### src/rtl/io_pwm_led.sv
// Three-channel PWM generator on the dma_io bus. Period and duty values are written to shadow
// registers and only take effect at a period wrap, so the outputs never glitch.
module io_pwm_led #(
    parameter logic [13:0] BASE_ADR = 14'h3100,
    parameter int          CNT_W    = 16
) (
    input  logic        clk,
    input  logic        rst,
    input  logic        dma_io_we,
    input  logic [13:0] dma_io_wadr,
    input  logic [31:0] dma_io_wdata,
    input  logic [13:0] dma_io_radr,
    input  logic        dma_io_radr_en,
    input  logic [31:0] dma_io_rdata_in,
    output logic [31:0] dma_io_rdata,
    output logic [2:0]  pwm_out,
    output logic        pwm_irq_1shot
);

    localparam logic [CNT_W-1:0] ONE = 1;

    logic [5:0]       ctrl_q, ctrl_d;
    logic [CNT_W-1:0] prescale_q, prescale_d;
    logic [CNT_W-1:0] period_sh_q, period_sh_d;
    logic [CNT_W-1:0] period_act_q, period_act_d;
    logic [CNT_W-1:0] duty_sh_q [3];
    logic [CNT_W-1:0] duty_sh_d [3];
    logic [CNT_W-1:0] duty_act_q [3];
    logic [CNT_W-1:0] duty_act_d [3];
    logic [CNT_W-1:0] pcnt_q, pcnt_d;
    logic [CNT_W-1:0] cnt_q, cnt_d;
    logic             done_q, done_d;
    logic [2:0]       pwm_q, pwm_d;
    logic             irq_q, irq_d;
    logic [2:0]       sel_q, sel_d;
    logic             hit_q, hit_d;

    logic             wr_hit, clr_done, tick, wrap;
    logic [15:0]      cnt_ext;
    logic [31:0]      rd_val;

    // The register window is 8-word aligned, so the upper address bits identify a hit.
    assign wr_hit = dma_io_we & (dma_io_wadr[13:3] == BASE_ADR[13:3]);

    always_comb begin
        ctrl_d       = ctrl_q;
        prescale_d   = prescale_q;
        period_sh_d  = period_sh_q;
        duty_sh_d    = duty_sh_q;
        period_act_d = period_act_q;
        duty_act_d   = duty_act_q;
        pcnt_d       = pcnt_q;
        cnt_d        = cnt_q;
        clr_done     = 1'b0;
        tick         = 1'b0;
        wrap         = 1'b0;

        if (wr_hit) begin
            case (dma_io_wadr[2:0])
                3'd0: ctrl_d       = dma_io_wdata[5:0];
                3'd1: prescale_d   = dma_io_wdata[CNT_W-1:0];
                3'd2: period_sh_d  = dma_io_wdata[CNT_W-1:0];
                3'd3: duty_sh_d[0] = dma_io_wdata[CNT_W-1:0];
                3'd4: duty_sh_d[1] = dma_io_wdata[CNT_W-1:0];
                3'd5: duty_sh_d[2] = dma_io_wdata[CNT_W-1:0];
                3'd6: clr_done     = dma_io_wdata[0];
                default: ;
            endcase
        end

        if (!ctrl_q[0]) begin
            pcnt_d       = '0;
            cnt_d        = '0;
            period_act_d = period_sh_q;
            duty_act_d   = duty_sh_q;
        end else begin
            tick   = (pcnt_q == prescale_q);
            // >= lets a shrunken PRESCALE pull an overshot pcnt back to 0.
            pcnt_d = (pcnt_q >= prescale_q) ? '0 : pcnt_q + ONE;
            if (tick) begin
                if (cnt_q >= period_act_q) begin
                    wrap         = 1'b1;
                    cnt_d        = '0;
                    period_act_d = period_sh_q;
                    duty_act_d   = duty_sh_q;
                end else begin
                    cnt_d = cnt_q + ONE;
                end
            end
        end

        done_d = wrap | (done_q & ~clr_done);
        irq_d  = wrap & ctrl_q[5];
        for (int i = 0; i < 3; i++) begin
            pwm_d[i] = (ctrl_q[0] & ctrl_q[1+i] & (cnt_q < duty_act_q[i])) ^ ctrl_q[4];
        end

        hit_d = dma_io_radr_en & (dma_io_radr[13:3] == BASE_ADR[13:3]);
        sel_d = hit_d ? dma_io_radr[2:0] : sel_q;
    end

    always_comb begin
        cnt_ext              = '0;
        cnt_ext[CNT_W-1:0]   = cnt_q;
        rd_val               = '0;
        case (sel_q)
            3'd0: rd_val[5:0]       = ctrl_q;
            3'd1: rd_val[CNT_W-1:0] = prescale_q;
            3'd2: rd_val[CNT_W-1:0] = period_sh_q;
            3'd3: rd_val[CNT_W-1:0] = duty_sh_q[0];
            3'd4: rd_val[CNT_W-1:0] = duty_sh_q[1];
            3'd5: rd_val[CNT_W-1:0] = duty_sh_q[2];
            3'd6: rd_val            = {cnt_ext, 15'd0, done_q};
            default: ;
        endcase
        dma_io_rdata = hit_q ? rd_val : dma_io_rdata_in;
    end

    always_ff @(posedge clk or posedge rst) begin
        if (rst) begin
            ctrl_q       <= '0;
            prescale_q   <= '0;
            period_sh_q  <= '0;
            period_act_q <= '0;
            duty_sh_q    <= '{default: '0};
            duty_act_q   <= '{default: '0};
            pcnt_q       <= '0;
            cnt_q        <= '0;
            done_q       <= 1'b0;
            pwm_q        <= '0;
            irq_q        <= 1'b0;
            sel_q        <= '0;
            hit_q        <= 1'b0;
        end else begin
            ctrl_q       <= ctrl_d;
            prescale_q   <= prescale_d;
            period_sh_q  <= period_sh_d;
            period_act_q <= period_act_d;
            duty_sh_q    <= duty_sh_d;
            duty_act_q   <= duty_act_d;
            pcnt_q       <= pcnt_d;
            cnt_q        <= cnt_d;
            done_q       <= done_d;
            pwm_q        <= pwm_d;
            irq_q        <= irq_d;
            sel_q        <= sel_d;
            hit_q        <= hit_d;
        end
    end

    assign pwm_out       = pwm_q;
    assign pwm_irq_1shot = irq_q;

endmodule
### config.mk
export PLATFORM = sky130hd
export DESIGN_NAME = io_pwm_led
export DESIGN_NICKNAME = d
export VERILOG_FILES = /design/src/rtl/io_pwm_led.sv
export SDC_FILE = /design/constraint.sdc
export NUM_CORES = 1
export LEC_CHECK = 0
export CORE_ASPECT_RATIO = 1.75
export CORE_MARGIN = 3
export CORE_UTILIZATION = 29
export CTS_BUF_LIST = sky130_fd_sc_hd__clkbuf_2 sky130_fd_sc_hd__clkbuf_4 sky130_fd_sc_hd__clkbuf_8
export DETAILED_ROUTE_END_ITERATION = 8
export PLACE_DENSITY_LB_ADDON = 0.2
export SLEW_MARGIN = 5
export SYNTH_ARGS = -nofsm -noshare
export SYNTH_HDL_FRONTEND = slang
export SYNTH_SLANG_ARGS = --single-unit
### constraint.sdc
create_clock -name clk -period 18.85 [get_ports clk]
set_clock_uncertainty 0.05 [all_clocks]
set_input_delay 2.8275 -clock clk [delete_from_list [all_inputs] [get_ports clk]]
set_output_delay 2.8275 -clock clk [all_outputs]
set_load 0.01 [all_outputs]
==> out/qor.yml, run 1 <==
cts:
  clk-insertion-delay-late_ps: 490
  cts_sinks: 191
  clk_pin_slew_ps: 100
  cts_inserted_buffers: 17
  htree_num_levels: 4
  clockRootBuffer: "clkbuf_8"
  cts_tree: "yes"
  cts_hold_buf: 0
  postCtsSetupBuffers: 0
  clockBufferDepth: 2
  cts_resized: 0
worst_setup_path:
  cp.required_ps: 15970
  start_kind: "input pin"
  critPathKind: "in -> out"
  reg2regPathDepth: 8
  worstPathArrival_ps: 4140
  cp-end-kind: "primary output"
  crit_fanout: 1
synth:
  ys_seq_elements: 191
  synth_top_flop_cell: "dfrtp_1"
  yosysWarningCount: 0
  synth_area_sq_um: 10760
  syn_avg_cell_area_sq_um: 10.96
  ys_seq_area_share_pct: 44.43
  ys_types: 59
  synthArstFlopShare_pct: 100.0
  synth.most_common_cell: "dfrtp_1"
  synth_area_leaders: "dfrtp_1, mux2_2, ha_1, mux2_4, inv_1"
  syn-num-nets: 1157
  synth_top_area_cell: "dfrtp_1"
  synth.top_cell.area_share_pct: 44.43
  synth-edff-count: 0
  synth_common_cells: "dfrtp_1, inv_1, mux2_2"
  netlist_instances: 982
place:
  dpl-instance-area_sq_um: 12430
  place.gp.congestion: 0.7906
  portBuffers: 115
  dp_hpwl_mm: 22.18
worst_hold_path:
  min_path_cells: 1
  hold_path_class: "reg -> reg"
drt:
  drc: 0
  drt-met1-wl_mm: 12.75
  drt_iter0_drc: 347
  met3_length_um: 807
  highest_layer: "met4"
  wl_met2_mm: 15.79
  firstDrtPassIters: 4
  viasPerCell: 4.801
  route.vias.total: 7561
  ant_nets: 0
  wire_per_inst_um: 18.97
  routed_wl_mm: 29.87
layout:
  multi_input_area_sq_um: 5338
  stdcell_area_sq_um: 12830
  fillers: 3707
  drive_above_1_share_pct: 19.47
  area_growth_pct: 19.28
  fin_nets: 1268
  ff_latch_area_sq_um: 4780
  final_util_pct: 35.28
power:
  p_leak_uw: 0.005944
  total_power_uw: 736.5
  vdd_drop_max_mv: 0.04560
  cellPowerDensity_nw_per_um2: 57.40
die:
  rows: 92
  start_util_pct: 29.57
  coreArea_sq_um: 36370
  dieArea_sq_um: 39530
  die_h_um: 260.8
  die_x_um: 151.6
  ios: 132
global_routing:
  antenna_found_initial: 2
  grt_pass1_wl_mm: 46.17
  grt_pass1_vias: 7827
  grt_usage_pct: 15.58
  grt_max_degree: 138
  overflow: 0
sta:
  setup_tns_ps: 0
  min_period_ps: 7020
  final_hold_viol_count: 0
  tightestPinTransition_ps: 1062
  rsz0062_at_grt: "false"
  drv_slew: 0
  max_freq_mhz: 142.4
  timing.slew.headroom_pct: 28.99
  setup_viol: 0
  fin_crit_sh_pct: 37.24
outcome:
  status: "complete, no violations"
flow_run:
  cap_violations: 0
==> power by group <==
part,internal [uW],switching (uW),leakage (uW)
combinational,23.7,21.1,0.00308
sequential,410,0.439,0.00266
clock,136,145,0.000202
==> state kept, by name, indices dropped and copies added (netlist names) <==
name           flops
pwm_irq_1shot      1
cnt_ext           16
period_act_q      16
sel_q              3
hit_q              1
duty_act_q        48
duty_sh_q         48
ctrl_q             6
pcnt_q            16
period_sh_q       16
done_q             1
prescale_q        16
pwm_out            3
==> cell usage in the layout (no fill, tap or decap), types with 3 or more instances in the layout <==
cell / Yosys / layout
nor4bb_1: 3 / 3
clkdlybuf4s50_1: 0 / 115
nor2_1: 57 / 56
dfrtp_1: 191 / 191
a41oi_1: 3 / 3
a211oi_1: 3 / 3
nor3_1: 10 / 10
mux2_2: 119 / 119
o211ai_1: 4 / 4
nor2b_1: 6 / 6
and3_1: 8 / 8
xnor2_1: 18 / 18
nand2_1: 56 / 56
nand4_1: 15 / 15
nand2b_1: 5 / 5
o21a_1: 5 / 5
a22oi_1: 8 / 8
inv_1: 123 / 122
a21o_1: 8 / 8
ha_1: 79 / 79
o21ai_0: 44 / 44
o22ai_1: 15 / 15
clkbuf_4: 0 / 4
nand3_1: 21 / 21
mux2i_1: 11 / 11
a2111oi_0: 4 / 4
a21oi_1: 35 / 35
xor2_1: 10 / 10
a221oi_1: 7 / 7
clkbuf_8: 0 / 21
nor4_1: 5 / 5
mux2_4: 38 / 38
buf_4: 1 / 14
a211o_1: 6 / 6
==> kinds of logic after synthesis <==
| kind of cell | after synthesis | synth area share (%) |
|---|---|---|
| AND/OR/NAND/NOR | 203 | 9.584 |
| flip-flops | 191 | 44.43 |
| multiplexers | 170 | 19.20 |
| buffers and inverters | 160 | 6.060 |
| AO/OA/AOI/OAI | 151 | 9.258 |
| adder cells (fa/ha/maj) | 79 | 9.188 |
| XOR/XNOR | 28 | 2.280 |
==> path summary, 6_finish.rpt <==
path | start | to | slack, ps
max in group asynchronous | rst | duty_act_q[17] | 14490
max reg2reg | pcnt_q[11] | duty_act_q[47] | 15420
min reg2reg | done_q | done_q | 450
min | done_q | done_q | 450
max | dma_io_rdata_in[6] | dma_io_rdata[6] | 11830
min in group asynchronous | rst | pcnt_q[14] | 2860
==> cell type report <==
type,count,share of cell area (%)
repair buffers,129,9.789
inverters,123,3.656
clock buffers,25,2.486
flip-flops and latches,191,37.25
clock inverters,5,0.6240
diodes,1,0.01950
multi-input cells,631,41.60
well taps,470,4.583
==> per-layer routing <==
layer  GRT usage, %  up-vias
met4          4.473        0
li1               -     3660
met5              0        -
met3          2.397       24
met1          18.96     3753
met2          28.11      124
==> worst max-delay path, cell delays in order <==
cell and delay (ps):
clkdlybuf4s50_1 460, inv_1 40, o22ai_1 220, clkdlybuf4s50_1 600
==> per-stage QoR <==
step	setup slack, ps	hold slack, ps	std cells
after global routing	11760	476.0	1575
after floorplan	10770	416.0	982
after global placement	11810	425.5	1544
after CTS	11830	453.9	1574
final	11830	450.4	1575
after detailed placement	11840	432.3	1544
(Power assumes the default switching activity.)
==> run 2, diff against run 1 <==
==> constraint.sdc (replaced) <==
create_clock -name clk -period 5.7 [get_ports clk]
set_clock_uncertainty 0.05 [all_clocks]
set_input_delay 0.855 -clock clk [delete_from_list [all_inputs] [get_ports clk]]
set_output_delay 0.855 -clock clk [all_outputs]
set_load 0.01 [all_outputs]
==> run 2 against run 1 <==
Against the previous run:
- critical path depth up 4
- design area grew 0.30%
- sequential share of layout area decreased by 0.11 points
- highest routed layer unchanged
==> out/qor.yml, run 2 (synthesized netlist as in run 1, its figures left out) <==
cts:
  clk-insertion-delay-late_ps: 490  # about the same
  cts_hold_buf: 0  # unchanged
  cts_resized: 0  # unchanged
  cts_inserted_buffers: 17  # unchanged
  clockBufferDepth: 2  # unchanged
  htree_num_levels: 4  # unchanged
  postCtsSetupBuffers: 0  # unchanged
  clk_pin_slew_ps: 90  # about the same
  cts_sinks: 191  # unchanged
  clockRootBuffer: "clkbuf_8"
  cts_tree: "yes"
sta:
  setup_viol: 0  # unchanged
  min_period_ps: 4111
  max_freq_mhz: 243.2
  timing.slew.headroom_pct: 28.07  # -0.92 points
  setup_tns_ps: 0  # unchanged
  rsz0062_at_grt: "false"
  final_hold_viol_count: 0  # unchanged
  tightestPinTransition_ps: 1075  # +13.11 ps
  fin_crit_sh_pct: 72.13
  drv_slew: 0  # unchanged
  whs_ps: 457.3  # +6.860 ps
place:
  dpl.cell_count: 1545  # +0.065%
  place.gp.congestion: 0.7961  # +0.70%
  dp_hpwl_mm: 22.54  # +1.6%
  portBuffers: 115  # unchanged
layout:
  fin_nets: 1269  # +0.079%
  fillers: 3729  # +0.59%
  reg.largest.list: "duty_act_q: 48 flops, duty_sh_q: 48 flops"
  ff_latch_area_sq_um: 4780  # unchanged
  final_util_pct: 35.38  # +0.11 points
  area_growth_pct: 19.64
  layout_common_cells: "dfrtp_1, inv_1, mux2_2, clkdlybuf4s50_1, ha_1"
  fin_cells: 1578  # +0.19%
  multi_input_area_sq_um: 5335  # about the same
  drive_above_1_share_pct: 19.60  # +0.13 points
  layout_commonest_cell: "dfrtp_1"
drt:
  route.vias.total: 7611  # +0.66%
  firstDrtPassIters: 4  # unchanged
  ant_nets: 0  # unchanged
  drt_iter0_drc: 349  # +0.58%
  viasPerCell: 4.823  # +0.47%
  drc: 0  # unchanged
  routed_wl_mm: 30.04  # +0.56%
  wire_per_inst_um: 19.04  # +0.37%
die:
  dieArea_sq_um: 39530  # unchanged
  die_h_um: 260.8  # unchanged
  die_x_um: 151.6  # unchanged
  rows: 92  # unchanged
  start_util_pct: 29.57  # unchanged
  ios: 132  # unchanged
  coreArea_sq_um: 36370  # unchanged
worst_setup_path:
  cp.required_ps: 4800  # -11170 ps
  crit_slowest_cell: "dfrtp_1"
  crit_fanout: 16  # +15
  critPathKind: "reg -> out"
  ff2ff_setup_slack_ps: 2320  # -13100 ps
  r2r-end: "duty_act_q[31]"
  worstPathArrival_ps: 3210  # -930 ps
  slowest_delay_ps: 830  # +230 ps
  reg2regPathDepth: 8  # unchanged
  path_common_cell: "o22ai_1"
  path_cells: "inv_1 -> nor2_1 -> buf_4 -> a22oi_1 -> o22ai_1 -> a311oi_1 -> o22ai_1 -> clkdlybuf4s50_1"
  start_kind: "flip-flop"
  cp-end-kind: "primary output"
  r2r_start: "prescale_q[13]"
global_routing:
  grt_usage_pct: 15.68  # +0.10 points
  grt_busiest_layer: "met2"
  use_met2_pct: 28.81  # +0.71 points
  grt_pass1_wl_mm: 46.49  # +0.70%
  grt_pass1_vias: 8051  # +2.9%
  antenna_found_initial: 1  # -1
  grt_util_met3_pct: 2.536  # +0.14 points
  grt_max_degree: 152  # +10%
  use_met1_pct: 18.17  # -0.79 points
  overflow: 0  # unchanged
worst_hold_path:
  min_path_cells: 1  # unchanged
  holdPathEnd: "pcnt_q[0]"
  hold_path_class: "reg -> reg"
  min-delay-start: "pcnt_q[0]"
power:
  vdd_drop_max_mv: 0.1559  # +240%
  total_power_uw: 2451  # +230%
  p_leak_uw: 0.005965  # +0.35%
  cellPowerDensity_nw_per_um2: 190.5  # +230%
outcome:
  status: "complete, no violations"
flow_run:
  cap_violations: 0  # unchanged
[run 2: cell types whose count changed in the layout (fill, tap and decap cells not counted), sizes merged]
cell    before  now
buf         14   15
inv        123  122
clkbuf      25   27
clkinv       1    2
[run 2: worst max-delay path, delay by kind of cell (launching register included)]
| kind | cells | cell delay, ps |
|---|---|---|
| buf+inv | 3 | 1090 |
| flops | 1 | 830 |
| compound gates | 4 | 630 |
| simple gates | 1 | 140 |
[run 2: per-layer routing]
metal,wire (um),share of wire [%]
met5,0,0
met4,812,2.7
met3,898,3.0
met2,16050,53
met1,12280,41
[run 2: where the power goes]
part	leakage [uW]	internal [uW]	switching (uW)
Clock	0.000215	465	480
Sequential	0.00266	1360	1.98
Combinational	0.00309	79.7	69.6
Total	0.00597	1900	551
[run 2: cell type report]
class	instances	area share (%)
flip-flops and latches	191	37.13
repair buffers	130	10.01
diodes	1	0.01944
clock buffers	27	2.596
multi-input cells	631	41.45
clock inverters	5	0.6027
well taps	470	4.569
inverters	123	3.616
[run 2: through the flow]
stage	setup WS [ps]	instance area, sq um
after floorplan	2333	10760
after global placement	2056	12460
after detailed placement	2029	12460
after CTS	1577	12870
after global routing	1428	12870
final	1589	12870
[run 2: worst max path at each step]
stage                     cells past startpoint         endpoint       startpoint  slack [ps]
after floorplan                               1       cnt_ext[0]              rst        2330
after global placement                        6    duty_sh_q[35]  dma_io_wadr[13]        2060
after detailed placement                      6    duty_sh_q[33]  dma_io_wadr[13]        2030
after CTS                                     8  dma_io_rdata[0]         sel_q[2]        1580
after global routing                          8  dma_io_rdata[0]         sel_q[2]        1430
final                                         8  dma_io_rdata[0]         sel_q[2]        1590
